[config.mk]
export PLATFORM = sky130hd
export DESIGN_NAME = adc_mac_integrator
export DESIGN_NICKNAME = d
export VERILOG_FILES = /design/src/rtl/adc_mac_integrator.sv
export SDC_FILE = /design/constraint.sdc
export NUM_CORES = 1
export LEC_CHECK = 0
export CAP_MARGIN = 20
export CORE_ASPECT_RATIO = 0.7
export CORE_MARGIN = 10
export CORE_UTILIZATION = 58
export DETAILED_ROUTE_END_ITERATION = 6
export HOLD_SLACK_MARGIN = 0.1
export PLACE_DENSITY = 0.88
export SKIP_LAST_GASP = 1
export SYNTH_ARGS = -nofsm -noshare
export SYNTH_HDL_FRONTEND = slang
export SYNTH_SLANG_ARGS = --single-unit
[constraint.sdc]
create_clock -name clk -period 5.15 [get_ports clk]
set_input_delay 1.03 -clock clk [delete_from_list [all_inputs] [get_ports clk]]
set_output_delay 1.03 -clock clk [all_outputs]
set_load 0.02 [all_outputs]
[src/rtl/adc_mac_integrator.sv]
// rtl/adc_mac_integrator.sv - ADC sample delay/integrate/shift/saturate block
module adc_mac_integrator #(
    parameter int num_bits = 16,
    parameter int acc_bits = num_bits + 8
) (
    input  logic                clk,
    input  logic                rst,
    input  logic                run,
    input  logic [num_bits-1:0] adc_tdata,
    input  logic                adc_tvalid,
    input  logic [7:0]          cfg_delay,
    input  logic [7:0]          cfg_len,
    input  logic [3:0]          cfg_shift,
    output logic [num_bits-1:0] val_out,
    output logic                val_valid,
    output logic                sat_err,
    output logic [1:0]          state_out
);

    localparam logic [1:0] st_idle  = 2'd0;
    localparam logic [1:0] st_delay = 2'd1;
    localparam logic [1:0] st_integ = 2'd2;

    // Output clamp limits expressed at accumulator width.
    localparam logic signed [acc_bits-1:0] sat_max =
        {{(acc_bits-num_bits+1){1'b0}}, {(num_bits-1){1'b1}}};
    localparam logic signed [acc_bits-1:0] sat_min =
        {{(acc_bits-num_bits+1){1'b1}}, {(num_bits-1){1'b0}}};

    logic [1:0]                 state;
    logic signed [acc_bits-1:0] acc;
    logic [7:0]                 cnt;
    logic [7:0]                 delay_q;
    logic [7:0]                 len_q;
    logic [3:0]                 shift_q;

    logic signed [acc_bits-1:0] sample_ext;
    logic signed [acc_bits-1:0] sum;
    logic signed [acc_bits-1:0] shifted;
    logic signed [acc_bits-1:0] sat_val;
    logic                       sat_hit;
    logic                       last_sample;

    assign state_out = state;

    // Running sum including the current sample, scaled and clamped to output range.
    always_comb begin
        sample_ext  = {{(acc_bits-num_bits){adc_tdata[num_bits-1]}}, adc_tdata};
        sum         = acc + sample_ext;
        shifted     = sum >>> shift_q;
        sat_val     = shifted;
        sat_hit     = 1'b0;
        last_sample = ((cnt + 8'd1) == len_q);
        if (shifted > sat_max) begin
            sat_val = sat_max;
            sat_hit = 1'b1;
        end else if (shifted < sat_min) begin
            sat_val = sat_min;
            sat_hit = 1'b1;
        end
    end

    // Sequencer: latch config on run start, skip delay samples, then integrate in windows of len.
    always_ff @(posedge clk) begin
        if (rst) begin
            state     <= st_idle;
            acc       <= '0;
            cnt       <= '0;
            delay_q   <= '0;
            len_q     <= '0;
            shift_q   <= '0;
            val_out   <= '0;
            val_valid <= 1'b0;
            sat_err   <= 1'b0;
        end else begin
            val_valid <= 1'b0;
            case (state)
                st_idle: begin
                    if (run) begin
                        delay_q <= cfg_delay;
                        len_q   <= (cfg_len == 8'd0) ? 8'd1 : cfg_len;
                        shift_q <= cfg_shift;
                        acc     <= '0;
                        cnt     <= '0;
                        sat_err <= 1'b0;
                        state   <= (cfg_delay != 8'd0) ? st_delay : st_integ;
                    end
                end
                st_delay: begin
                    if (!run) begin
                        state <= st_idle;
                        cnt   <= '0;
                    end else if (adc_tvalid) begin
                        if ((cnt + 8'd1) == delay_q) begin
                            state <= st_integ;
                            cnt   <= '0;
                        end else begin
                            cnt <= cnt + 8'd1;
                        end
                    end
                end
                st_integ: begin
                    if (adc_tvalid) begin
                        if (last_sample) begin
                            val_out   <= sat_val[num_bits-1:0];
                            val_valid <= 1'b1;
                            if (sat_hit) begin
                                sat_err <= 1'b1;
                            end
                            acc <= '0;
                            cnt <= '0;
                        end else begin
                            acc <= sum;
                            cnt <= cnt + 8'd1;
                        end
                    end
                    // A window completing on this edge still strobes; any partial sum is dropped.
                    if (!run) begin
                        state <= st_idle;
                        acc   <= '0;
                        cnt   <= '0;
                    end
                end
                default: state <= st_idle;
            endcase
        end
    end

endmodule

==> impl_summary.txt <==
----------------------------------------------------
[Critical path]
  Reg2reg setup slack ... just over 1 ns
  Reg-to-Reg End ... val_out[12]
  Timing endpoint of the critical path ... val_out[12]
  Kind of launch point of the worst setup path ... primary input
  Start-to-end type of the worst setup path ... primary input to flop
  Reg-to-reg critical path startpoint ... acc[0]
  Startpoint of the most critical setup path ... adc_tdata[0]
  Worst reg2reg path depth ... 13
  Critical-path maximum fanout ... 11
  WP data arrival ... ~5.1 ns
  Required time worst endpoint ... roughly 5.4 ns
  Crit. End Element ... flop

[Pwr]
  Part of the total power dissipated in the clock network ... 24.4%
  Fraction of power consumed by combinational cells ... between 40% and 50%
  Switching part of the total ... a little over two fifths
  NetSw ... 1040 uW
  Internal power contribution ... approximately 1400 uW
  Maximum resistive drop on vdd ... 0.463 mV
  Leakage power summed over all cells ... about 0.0029 uW
  Sequential share of power ... a little over a quarter
  Power density of the placed cells ... about 350 nW/um^2

[Layout]
  Layout Nets ... approximately 880
  Commonest non-fill, non-tap cells in the layout ... nand2_1 (102), nor2_1 (85), dfxtp_1 (72)
  Layout Area Growth over Synthesis ... 20.0%
  Post-route non-filler standard cell count ... between 900 and 1000
  Ant. Diodes ... 0
  Fraction of final layout cells with drive strength greater than 1 ... roughly an eighth
  Fill cell total of the finished layout ... 776
  Most frequent standard cell in the layout excluding fill and tap cells ... nand2_1

[Synth]
  Number of flops mapped to enable cells by yosys ... 0
  Count of unique library cells instantiated by Yosys ... between 70 and 80
  Fraction of registers with async set or reset after synthesis ... 0%
  Proportion of synthesized chip area in sequential cells ... around 25%
  Top cells by area in the synthesized netlist ... dfxtp_1 (25%), nand2_1 (6.6%), ha_1 (6.1%)
  Area of the mapped netlist ... roughly 5800 um^2
  Avg Synthesized Cell Area ... just under 8 um^2
  Net Count, Synth ... ~800
  Number of flip-flops and latches in the synthesized netlist ... 72
  Synthesized netlist cell count ... 743
  Cell accounting for the most synthesized area ... dfxtp_1
  Total number of yosys warnings ... 0
  Yosys top cell area share ... 24.9%
  Most used DFF post-synth ... dfxtp_1

[Routing]
  Vias ... 6156
  Post-detailed-routing wire length ... 19.3 mm
  First-iteration detailed-routing DRC count ... 798
  Pre-Repair DR Iteration Count ... 6
  Number of vias per cell after detailed routing ... roughly 6.5
  Remaining antenna violation count ... 0
  Remaining routing DRC violations ... 0
  Average routed wire per standard cell ... ~20 um

[Timing]
  Final worst setup slack ... around 0.22 ns
  Total of endpoints with negative setup slack in the final report ... 0
  Unrepaired setup endpoints after global routing ... false
  Final worst clock skew ... between 0.005 and 0.006 ns
  Max Slew Vio Count ... 0
  Worst relative slew slack ... a little over a quarter
  Minimum period implied by the final worst setup slack ... slightly below 5 ns
  Achievable Freq ... roughly 200 MHz
  Final period util ... 95.8%
  Final hold slack ... approximately 0.47 ns
  Final-report hold violation count ... 0
  Pin slew with the least headroom to its limit ... around 1.1 ns

[Outcome]
  Result of the run ... finished, final reports clean

[Placed design]
  Number of placed instances, taps included ... approximately 930
  Pre-CTS setup slack ... -0.0132 ns
  Count of input and output buffers ... 59
  Routability congestion estimate ... 0.995
  Detailed placement HPWL ... roughly 15 mm

[Global route]
  Vias in the first global route ... between 5000 and 6000
  All-layer global routing usage ... between 20% and 30%
  Overall overflow remaining after global route ... 0
  Antenna violations before repair ... 0
  Wire length of the first global-routing pass ... approximately 31 mm
  Largest net degree at the start of global routing ... 50

[CTS]
  Buffers inserted by post-CTS timing repair ... 0
  Clock tree sinks ... 72
  Total CTS buffers ... 9
  Later-pin clock latency in the skew report ... between 0.3 and 0.4 ns
  Largest buffer count on any clock path ... 2
  CTS H-tree depth ... 3
  Post-CTS sizing ... 0
  Total of hold buffers inserted after clock tree synthesis ... 0
  Clk Tree Root Cell ... clkbuf_16
  Clock tree from TritonCTS ... done
  Clock slew at the register clock pins of the worst setup and hold paths ... 0.06 ns

[Floorplanning]
  # rows ... 30
  Die area ... 14400 um^2
  Width of the chip ... 139 um
  Boundary pin count ... 60
  Effective utilization at floorplan ... 59.5%
  Placeable core area ... 9720 um^2
  Die height ... between 100 and 150 um

[Run]
  Number of maximum-capacitance constraint violations ... 0

[Worst hold path]
  Worst min-delay path category ... flop to flop

----------------------------------------------------
-- critical path, cell delays in order --
cell and delay (ns):
clkdlybuf4s50_1 0.41, ha_1 0.25, fa_1 0.41, a21o_1 0.20
a221o_2 0.42, nand3_1 0.30, a31oi_2 0.20, xnor2_2 0.30
o2bb2ai_1 0.15, a211oi_1 0.32, a41oi_2 0.21, o41ai_4 0.50
and2_4 0.33, a211oi_1 0.10
-- per-layer routing --
metal | wire length, um | track usage (%)
met4 | 270 | 5.20
met5 | 0 | 0
met3 | 2220 | 8.39
met1 | 8550 | 35.6
met2 | 8300 | 37.7
-- through the flow --
| stage | power, uW | TNS [ns] | instance area [um^2] | util, % |
|---|---|---|---|---|
| floorplan | 1430 | 0 | 5790 | - |
| global placement | 1750 | 0 | 6660 | 68.5 |
| detailed placement | 1780 | -0.0161 | 6660 | 68.5 |
| CTS | 2370 | 0 | 6930 | 71.3 |
| global route | 2540 | 0 | 6940 | 71.4 |
| finish | 2420 | 0 | 6940 | 71.4 |
-- kinds of logic (layout without fill, tap and decap cells) --
kind of cell,after synthesis,in the layout,synth area share (%)
simple gates,278,278,21.7
compound gates,228,228,29.8
fa+ha+maj,29,29,6.40
buf+inv,69,142,5.08
mux,27,27,5.99
xor+xnor,40,40,6.18
flops,72,72,24.9
-- final cells by class --
type / count / area [um^2] / share of cell area [%]
clock inverter: 5 / 32.5 / 0.469
timing repair buffer: 104 / 931 / 13.4
clock buffer: 10 / 239 / 3.44
sequential: 72 / 1440 / 20.8
tap: 128 / 160 / 2.31
inverter: 23 / 86.3 / 1.24
multi-input combinational: 602 / 4050 / 58.4
-- sequential cells by signal (all words and copies together), names as in the netlist --
signal / cells
delay_q: 8
cnt: 8
shift_q: 4
sat_err: 1
val_valid: 1
acc: 24
len_q: 8
val_out: 16
state_out: 2
-- Yosys cell counts, types with 4 or more instances --
master	count
a31oi_1	6
clkbuf_1	35
nor4_1	11
mux4_2	6
o211ai_1	11
nor2_1	85
o21a_1	5
o21ai_1	9
a2111oi_0	5
o21ai_0	15
a21oi_1	58
a211o_1	4
nand2_1	102
nand3_1	18
a22o_1	5
ha_1	28
o211a_1	4
nor3_1	16
a22oi_1	29
nand4_1	7
dfxtp_1	72
xnor2_1	16
a21o_1	7
and3_1	10
a211oi_1	15
o31ai_1	5
a211oi_2	11
xor2_1	23
buf_2	6
mux2i_1	20
and2_1	10
inv_1	22
-- worst min-delay path by stage --
| stage | from | slack, ns | to | depth (start not counted) |
|---|---|---|---|---|
| after CTS | acc[10] | 0.46 | acc[10] | 2 |
| final | acc[10] | 0.47 | acc[10] | 2 |
| after detailed placement | acc[10] | 0.45 | acc[10] | 2 |
| after global routing | delay_q[0] | 0.48 | delay_q[0] | 2 |
| after global placement | acc[10] | 0.44 | acc[10] | 2 |
| after floorplan | acc[10] | 0.44 | acc[10] | 2 |
-- power by group through the flow --
stage	combinational [uW]	clock, uW	sequential (uW)
2_1_floorplan	761	0	667
3_3_place_gp	1080	0	665
3_5_place_dp	1110	0	668
4_1_cts	1120	597	656
5_1_grt	1260	615	664
6_report	1170	592	659
(Power assumes the default switching activity.)
==> patch: new RTL, same flow settings <==
`num_bits`: 16 -> 24.
--- a/src/rtl/adc_mac_integrator.sv
+++ b/src/rtl/adc_mac_integrator.sv
@@ -1,6 +1,6 @@
 // rtl/adc_mac_integrator.sv - ADC sample delay/integrate/shift/saturate block
 module adc_mac_integrator #(
-    parameter int num_bits = 16,
+    parameter int num_bits = 24,
     parameter int acc_bits = num_bits + 8
 ) (
     input  logic                clk,
Ports: changed (resized adc_tdata and val_out); port bits go from 60 to 76. The function was not compared with the original's and may differ.
==> patch against the original RTL <==
Worst setup slack better by 0.066 ns. Total power up 15%. Count of clock-buffer cells in the layout up 1. First-iteration DRC count up 20%. Cell area up 25%. Wire length up 16%. Critical path type unchanged. Area after synthesis up 28%. Sequential cell count up 16. Highest routed layer unchanged.
==> patch: results <==
metrics = {
    "outcome": {
        "status": "finished, final reports clean",
    },
    "global_routing": {
        "grt_max_degree": 48,
        "antenna_found_initial": 1,
        "grt_pass1_wl_um": 36270,
        "grt_pass1_vias": 6867,
        "grt_use_total": 0.2436,
    },
    "logic_synthesis": {
        "synth_area_leaders": "dfxtp_1 24%, mux4_2 6.7%, ha_1 6.1%, nor2_1 5.6%, nand2_1 5.2%",
        "ys_types": 77,
        "synth_nets": 1014,
        "async_flop_share": 0,
        "synth_commonest_cells": "110 x nor2_1, 103 x nand2_1, 88 x dfxtp_1",
        "synth-main-ff-cell": "dfxtp_1",
        "synthCells": 929,
        "ys_seq_area_frac": 0.2383,
        "ys_warn_count": 0,
    },
    "cells_and_area": {
        "final_cells": 1162,
        "fill_cells": 1024,
        "top_regs": "acc (32), val_out (24)",
        "drive_gt1_frac": 0.1191,
    },
    "placement": {
        "place_inst": 1145,
        "hpwl_um": 16900,
        "numPortBuffers": 75,
        "gp_congestion": 1.024,
        "place_ws_ns": 0.01329,
    },
    "setup_path": {
        "r2r-start": "acc[12]",
        "cp_top_family": "compound AO/OA/AOI/OAI gates",
        "critPathMaxFanout": 24,
        "worst-endpoint-arrival_ns": 5.13,
        "startpoint": "adc_tdata[12]",
        "worst_path_largest_cell_delay_ns": 0.46,
        "slowest_stage": "a211oi_4",
    },
    "routing": {
        "firstDrtPassIters": 6,
        "viasPerCell": 6.541,
        "drtIter0Drc": 959,
        "wl_um": 22460,
    },
    "clock_tree": {
        "cts_buffer_depth": 2,
        "clk_latency_ns": 0.35,
        "cts_max_level": 3,
        "cts_setup_buffers": 0,
        "cts-root-buf": "clkbuf_16",
        "cts_buffers": 9,
        "clkSlewWorstSetupHoldPaths_ns": 0.07,
    },
    "worst_hold_path": {
        "hold_start": "acc[6]",
        "worstHoldPathType": "reg -> reg",
    },
    "power_and_ir_drop": {
        "leakagePower_uw": 0.003331,
        "ir_worst_vdd_v": 0.0002120,
        "p_sw_frac": 0.4225,
    },
    "sta": {
        "fin_skew_ns": 0.009120,
        "slew_headroom": 0.3817,
    },
}
==> patch: cell type report <==
cell class,instances,area [um^2],area share
Antenna cell,1,2.502,0.0002873
Clock buffer,11,242.7,0.02787
Clock inverter,5,38.79,0.004453
Inverter,23,86.33,0.009911
Multi-Input combinational cell,751,5273,0.6053
Sequential cell,88,1762,0.2022
Tap cell,162,202.7,0.02327
Timing Repair Buffer,121,1104,0.1267
==> patch: worst min-delay path: cells and delay by family, from the launching register on <==
kind               cells  cell delay, ns
AOI/OAI and AO/OA      1            0.05
DFF                    1            0.31
and+or+nand+nor        1            0.05
==> patch: kinds of logic after synthesis <==
logic type,share of synthesized area
and+or+nand+nor,0.1830
AOI/OAI and AO/OA,0.2877
buffers and inverters,0.05027
DFF,0.2383
muxes,0.1132
xor gates and xnor gates,0.06381
adders and majority gates,0.06364
==> patch: timing repair <==
item / CTS / global route
hold endpoints to repair: 0 / 0
setup endpoints to repair: 0 / 2
resized for setup: 0 / 2
==> patch: power groups by stage <==
stage	sequential, uW	combinational, uW	clock [uW]
CTS	789	1310	654
detailed placement	804	1300	0
floorplan	806	922	0
finish	790	1350	651
global route	797	1460	683
global placement	801	1280	0
==> patch: worst paths after layout <==
kind	slack, ns	end	depth (start not counted)
worst max register to register	1.07	val_out[20]	14
worst min register to register	0.46	acc[6]	2
worst min-delay path	0.46	acc[6]	2
worst max-delay path	0.28	val_out[20]	15
==> patch: layer usage <==
layer | share of wire | global-route usage
met1 | 0.46 | 0.3522
met2 | 0.43 | 0.3597
met3 | 0.10 | 0.05931
met4 | 0.011 | 0.04645
met5 | 0 | 0
==> patch: per-stage QoR <==
step / cell area, um^2 / hold WS, ns / utilization
finish: 8711 / 0.4626 / 0.6989
global route: 8711 / 0.4819 / 0.6989
CTS: 8701 / 0.4662 / 0.6981
detailed placement: 8419 / 0.4566 / 0.6755
global placement: 8419 / 0.4486 / 0.6755
floorplan: 7392 / 0.4400 / -
